File: src/rtl/rx_ingress_fifo_pkg.sv
// Shared dataplane definitions: write-side FSM states and the width of the
// packet/drop statistics counters exported to the CSR block.
package rx_ingress_fifo_pkg;

  typedef enum logic {
    ACCEPT = 1'b0,
    DROP   = 1'b1
  } wr_state_e;

  localparam int CNT_W = 16;

endpackage

File: src/rtl/rx_ingress_fifo.sv
// Store-and-forward ingress FIFO between the MAC and axi_rx.
// Beats are written tentatively at wr_ptr; a packet is only published to the
// egress side when its tlast beat lands, by moving cm_ptr up to wr_ptr.
// The MAC is never back-pressured: a packet that does not fit is rolled back
// to cm_ptr and the rest of it is discarded, counted once in drop_cnt.
module rx_ingress_fifo
  import rx_ingress_fifo_pkg::*;
#(
  parameter int DATA_WIDTH = 64,
  parameter int DEPTH      = 16
) (
  input  logic                      clk,
  input  logic                      rst,
  input  logic                      s_tvalid,
  input  logic [DATA_WIDTH-1:0]     s_tdata,
  input  logic [DATA_WIDTH/8-1:0]   s_tkeep,
  input  logic                      s_tlast,
  output logic                      s_tready,
  output logic                      m_tvalid,
  output logic [DATA_WIDTH-1:0]     m_tdata,
  output logic [DATA_WIDTH/8-1:0]   m_tkeep,
  output logic                      m_tlast,
  input  logic                      m_tready,
  output logic [CNT_W-1:0]          pkt_cnt,
  output logic [CNT_W-1:0]          drop_cnt,
  output logic [$clog2(DEPTH):0]    level
);

  localparam int AW = $clog2(DEPTH);
  localparam int PW = AW + 1;
  localparam int KW = DATA_WIDTH / 8;
  localparam int EW = DATA_WIDTH + KW + 1;

  // Entry layout: {tdata, tkeep, tlast}
  logic [EW-1:0]    mem_q [DEPTH];

  logic [PW-1:0]    wr_ptr_q;
  logic [PW-1:0]    cm_ptr_q;
  logic [PW-1:0]    rd_ptr_q;
  logic [PW-1:0]    rd_ptr_d;
  logic [PW-1:0]    used_w;
  wr_state_e        state_q;
  logic [CNT_W-1:0] pkt_cnt_q;
  logic [CNT_W-1:0] drop_cnt_q;

  logic             full;
  logic             wr_en;
  logic             rd_en;
  logic [EW-1:0]    rd_entry;

  // Occupancy counts tentative beats too, so an oversize packet always hits
  // full before its tlast and can never be committed.
  assign used_w   = wr_ptr_q - rd_ptr_q;
  assign full     = (used_w == PW'(DEPTH));
  assign wr_en    = s_tvalid && (state_q == ACCEPT) && !full;
  assign rd_en    = m_tvalid && m_tready;

  assign s_tready = ~rst;

  // Only committed beats are visible; first-word fall-through from rd_ptr.
  assign m_tvalid = (rd_ptr_q != cm_ptr_q);
  assign rd_entry = mem_q[rd_ptr_q[AW-1:0]];
  assign m_tdata  = rd_entry[EW-1 -: DATA_WIDTH];
  assign m_tkeep  = rd_entry[KW:1];
  assign m_tlast  = rd_entry[0];

  assign level    = cm_ptr_q - rd_ptr_q;
  assign pkt_cnt  = pkt_cnt_q;
  assign drop_cnt = drop_cnt_q;

  assign rd_ptr_d = rd_en ? (rd_ptr_q + PW'(1)) : rd_ptr_q;

  // Storage array: written on accepted beats only, never reset.
  always_ff @(posedge clk) begin
    if (wr_en) begin
      mem_q[wr_ptr_q[AW-1:0]] <= {s_tdata, s_tkeep, s_tlast};
    end
  end

  // Write FSM: accept/commit beats, or roll back and discard until tlast.
  always_ff @(posedge clk or posedge rst) begin
    if (rst) begin
      state_q    <= ACCEPT;
      wr_ptr_q   <= '0;
      cm_ptr_q   <= '0;
      pkt_cnt_q  <= '0;
      drop_cnt_q <= '0;
    end else if (s_tvalid) begin
      case (state_q)
        ACCEPT: begin
          if (!full) begin
            wr_ptr_q <= wr_ptr_q + PW'(1);
            if (s_tlast) begin
              cm_ptr_q  <= wr_ptr_q + PW'(1);
              pkt_cnt_q <= pkt_cnt_q + CNT_W'(1);
            end
          end else begin
            wr_ptr_q   <= cm_ptr_q;
            drop_cnt_q <= drop_cnt_q + CNT_W'(1);
            if (!s_tlast) begin
              state_q <= DROP;
            end
          end
        end
        DROP: begin
          if (s_tlast) begin
            state_q <= ACCEPT;
          end
        end
        default: state_q <= ACCEPT;
      endcase
    end
  end

  // Read pointer: advances on each egress handshake.
  always_ff @(posedge clk or posedge rst) begin
    if (rst) begin
      rd_ptr_q <= '0;
    end else begin
      rd_ptr_q <= rd_ptr_d;
    end
  end

endmodule

File: config.mk
export PLATFORM = sky130hd
export DESIGN_NAME = rx_ingress_fifo
export DESIGN_NICKNAME = d
export VERILOG_FILES = /design/src/rtl/rx_ingress_fifo_pkg.sv /design/src/rtl/rx_ingress_fifo.sv
export SDC_FILE = /design/constraint.sdc
export NUM_CORES = 1
export LEC_CHECK = 0
export CAP_MARGIN = 20
export CORE_MARGIN = 5
export CORE_UTILIZATION = 55
export CTS_CLUSTER_SIZE = 10
export DETAILED_ROUTE_END_ITERATION = 8
export MAX_ROUTING_LAYER = met4
export PLACE_DENSITY = 0.73
export SYNTH_ARGS = -nofsm -noshare
export SYNTH_HDL_FRONTEND = slang
export SYNTH_SLANG_ARGS = --single-unit
File: constraint.sdc
create_clock -name clk -period 13.7 [get_ports clk]
set_clock_uncertainty 0.05 [all_clocks]
set_input_delay 2.74 -clock clk [delete_from_list [all_inputs] [get_ports clk]]
set_output_delay 2.74 -clock clk [all_outputs]
set_load 0.01 [all_outputs]
Word-level counts from Yosys, hierarchy flattened
Memory sizes are Yosys's and may differ from the RTL's.
Index checks and enable logic that the tools add are counted.

word-level totals
  register bits after elaboration = 48
  latch bits = 0
  bits in writable memories = 1168
  memory bits (read-only) = 0
  input port bits = 77
  output and inout bits = 112
  logic and storage cells = 31
  memories = 1

operators by class
  add/sub/neg operators = 6
  multiply operators = 0
  div/mod/pow operators = 0
  magnitude comparators = 0
  equality and inequality tests = 2
  shifts and indexed selects = 0
  multiplexer cells = 6
  bitwise logic cells = 3
  reduce and logical (&&, ||, !) cells = 7

memories
  memory  words  bits a word  rd ports  clocked after Yosys merged registers in  write ports  RTL line               text
  mem_q   16     73           1         0                                        1            rx_ingress_fifo.sv:35  logic [EW-1:0] mem_q [DEPTH];

operator list
  operator                 number
  $add A16 B1 Y16 const B  2
  $add A5 B1 Y5 const B    2
  $sub A5 B5 Y5            2
  $eq A5 B5 Y1 const B     1
  $mux W5                  1
  $ne A5 B5 Y1             1
  $mux W1                  4
  $reduce_and A4 Y1        1
  $logic_and A1 B1 Y1      3
  $not A1 Y1               3
  $reduce_and A3 Y1        1
  $pmux W1 S2              1
  $reduce_and A2 Y1        1
  $logic_not A1 Y1         1

Logic depth before layout (Yosys ltp)
  depth after elaboration = 6
  gate-level depth with buffers = 13

Least setup slack after synthesis
Ideal clock, no wire load.

  path kind = input to register
  start point = input port s_tvalid
  end point = memory mem_q[15][0] in the netlist's numbering, enable pin
  library setup time = 0.594 ns
  data arrival time = 8.142 ns
  required time = 13.056 ns
  slack = 4.915 ns
  stages = 3
  cell sequence = nand2b_1 -> clkbuf_1 -> nor3_1

between the ends
  cells in the longest elaborated chain, start to end = 4

RTL lines
  what                               RTL line               text
  start, declared                    rx_ingress_fifo.sv:14  input logic s_tvalid,
  $logic_and A1 B1 Y1 (2 in series)  rx_ingress_fifo.sv:55  assign wr_en = s_tvalid && (state_q == ACCEPT) && !full;
  $mux W1                            rx_ingress_fifo.sv:75  if (wr_en) begin
  $mux W1 (not written as such)      rx_ingress_fifo.sv:76  mem_q[wr_ptr_q[AW-1:0]] <= {s_tdata, s_tkeep, s_tlast};
  end, declared                      rx_ingress_fifo.sv:35

Every way passes these cells.

Worst setup path in the final report
  start point = register rd_ptr_q[0]
  end point = output port m_tdata[4]

between the ends
  cells in the longest elaborated chain, start to end = 1

RTL lines
  what                    RTL line                text
  start, declared         rx_ingress_fifo.sv:39   logic [PW-1:0] rd_ptr_q;
  start signal, assigned  rx_ingress_fifo.sv:120  rd_ptr_q <= rd_ptr_d;
  $mem_v2 Z16 W73         --
  end, declared           rx_ingress_fifo.sv:20   output logic [DATA_WIDTH-1:0] m_tdata,

Every way passes these cells.

==> run metrics <==
Clock Power Share 0.280; first-pass GRT wire length about 160,000 um; max incr delay on CP between 0.7 and 0.8 ns; count of placed standard cells including taps 3,518; Avg Vias per Cell around 6.3; HPWL after DPL slightly above 50,000 um; IO Count ~190; normalized max-slew margin 0.2770; count of flip-flops with a built-in enable after synthesis ~1,200; share of total power consumed by net switching 0.3022; post-synthesis instance total 2,282; worst hold slack 0.4234 ns; Post CTS Setup Buffer Count 0; critical path's most frequent cell buf_4; count of routing violations after the opening detailed-route iteration between 2,000 and 3,000; count of pins over their slew limit 0; clock latency of the later-clocked register in the worst-skew pair just over 0.7 ns; sw power roughly 0.0035 W; most frequent cells in the layout 1,168 x edfxtp_1, 310 x nand2_1, 292 x mux4_2, 188 x clkdlybuf4s50_1, 144 x clkbuf_16; largest area contributor in the synthesized netlist edfxtp_1; Post-Route Setup TNS 0 ns; Critical Path, Cell by Cell buf_16 -> buf_4 -> buf_4 -> mux4_2 -> nand2_1 -> and3_1 -> a31oi_1 -> clkdlybuf4s50_1; IR drop worst, VDD approximately 170 uV; proportion of power drawn by combinational gates 0.310; kind of end point of the critical path output port; final count of negative-setup-slack endpoints 0; count of warnings emitted by yosys 0; final number of hold-violating endpoints 0; dominant delay contributor by cell family on the critical path buffers and inverters; clock tree from TritonCTS yes; Clock H-tree levels 4; Worst R2R Path Depth 9; leakage 17.47 nW; Final Wtd Congestion approximately 0.78; Max Cap Viol 0; power density over the cells 212.0 nW/um^2; area added between synthesis and finish 14.52%; number of buffers inserted during clock tree synthesis 140; global route overflow 0; post-synthesis async set-or-reset flop share 0.03947; routed wire length per instance around 29 um; maximum fanout along the worst path 42; initial cell density of the core 0.5532; CTS max path bufs 3; WP data required around 11 ns; post-CTS sizing 0; final critical path time including I/O delays and setup 7.480 ns; area share of the largest cell type after synthesis 0.7458; vias in the first global route between 20,000 and 25,000; worst hold path cell count 1; total of buffers placed on input and output ports approximately 190; non-filler instance count after layout about 3,700; startpoint type of the worst setup path flop; CTS Root Cell clkbuf_16; fraction of the cycle the final worst path needs 0.5460; biggest area contributors in the synthesized netlist edfxtp_1 75%, mux4_2 14%, dfrtp_1 2.6%; cell area after placement ~50,000 sq um; HP Class flop to flop; Worst-Margin Slew 1.084 ns; first drt pass iteration count 7; post-synthesis sequential area ratio 0.7714; start of the worst register-to-register path rd_ptr_q[3]; result of the run finished clean; global-route usage over all layers 0.2428; Post-Layout Inst Area ~54,000 sq um; clock transition at the registers of the reported paths around 0.060 ns; most common cell after layout, fill and taps aside edfxtp_1; antenna violations before repair 10; RSZ-0062 raised after global routing no; detailed-route DRC error count 0; clock net sink count between 1,000 and 1,500; maximum number of pins on one net before global-route repair between 100 and 150; power consumption 0.01142 W; beginning of the critical path rd_ptr_q[0]; DR vias about 23,000; width of the chip 302.4 um; post-synthesis cell type count 43; worst setup path endpoint m_tdata[4]; # hold bufs at CTS 0; setup slack on the worst flop-to-flop path ~7.9 ns; post-layout net count between 2,000 and 3,000; Die Area 91,450 sq um; FF-to-FF End mem_q[14][37]; total detailed-routing wirelength ~110,000 um; Highest Clock Rate between 100 and 150 MHz; critical path class flop to output port; Synth Register Bits 1,216; depth of the critical timing path with buffers and inverters included 8; number of core rows 107; count of nets left with antenna violations after detail routing 0; syn_nets 2,375; cell with the biggest individual delay on the critical path buf_4; sequential power share 0.411; cell area after synthesis around 47,000 sq um; internal portion of total power about 0.0080 W; most frequently used flop master after synthesis edfxtp_1; Crit path buffers/inverters 4; critical path data arrival time about 4.7 ns; post-synthesis area per instance 20.61 sq um; core box area around 85,000 sq um; share of post-route cells with drive strength above 1 0.2013; Fill cells between 5,000 and 6,000; die extent in y about 300 um
[worst register-to-register path, stage by stage, from the launching register on]
cell and delay [ns]:
dfrtp_4 0.79, inv_2 0.44, buf_4 0.86, ha_1 0.48, nor2_1 0.20, xnor2_2 0.15, and3_1 0.37, nor2_4 0.35
and4_4 0.92, buf_4 0.75
[layer usage]
metal	wire [um]	track usage	vias to the layer above
li1	-	-	9701
met1	43160	0.3407	12270
met2	51510	0.3755	1059
met3	8677	0.04916	173
met4	2266	0.06356	0
met5	0	-	-
[cell usage after synthesis, drive strengths merged (4+ instances only)]
master and n:
xnor2 25, nor2 12, ha 15, clkbuf 53, a31oi 75, nor3 10, o21ai 4, and4 4
a21oi 9, nand3 20, dfrtp 48, nand2 310, nand4 12, nor4 4, buf 73, and3 93
inv 16, mux4 292, edfxtp 1168, xor2 18
[how the worst min path moves through the flow]
stage	startpoint	to
2_1_floorplan	cm_ptr_q[0]	wr_ptr_q[0]
3_5_place_dp	drop_cnt[15]	drop_cnt[15]
4_1_cts	drop_cnt[15]	drop_cnt[15]
6_report	drop_cnt[15]	drop_cnt[15]
3_3_place_gp	drop_cnt[15]	drop_cnt[15]
5_1_grt	drop_cnt[15]	drop_cnt[15]
[registers in the layout (all words and copies together) (netlist names)]
register	count
wr_ptr_q	5
drop_cnt	16
pkt_cnt	16
state_q	1
rd_ptr_q	5
mem_q	1168
cm_ptr_q	5
[metrics by stage]
stage / utilization / setup slack (ns)
after floorplan: - / 4.915
after global placement: 0.5881 / 6.264
after detailed placement: 0.5881 / 6.249
after CTS: 0.6324 / 5.727
after global routing: 0.6335 / 5.802
final: 0.6335 / 6.220
[power by group through the flow]
stage               Clock [W]  Combinational, W  Sequential [W]
floorplan                   0           0.00234         0.00464
global placement            0           0.00348         0.00477
detailed placement          0           0.00351         0.00480
CTS                   0.00324           0.00354         0.00473
global route          0.00341           0.00381         0.00472
finish                0.00319           0.00353         0.00469
[cell type report]
type	count	area (sq um)	share of cell area
multi-input cells	924	10080	0.1871
well taps	1144	1431	0.02658
clock buffers	161	3667	0.06809
flip-flops and latches	1216	36290	0.6738
clock inverters	11	102.6	0.001905
inverters	16	62.56	0.001162
diodes	10	25.02	0.0004647
repair buffers	221	2200	0.04084
[logic make-up (layout without fill, tap and decap cells)]
family | Yosys count | after routing | synth area share
fa+ha+maj | 16 | 16 | 0.004417
flops | 1216 | 1216 | 0.7714
simple gates | 474 | 474 | 0.04608
buf+inv | 142 | 409 | 0.01591
compound gates | 95 | 95 | 0.01333
other cells | 0 | 10 | 0
mux | 296 | 296 | 0.1407
xor+xnor | 43 | 43 | 0.008168
(Power assumes the default switching activity.)
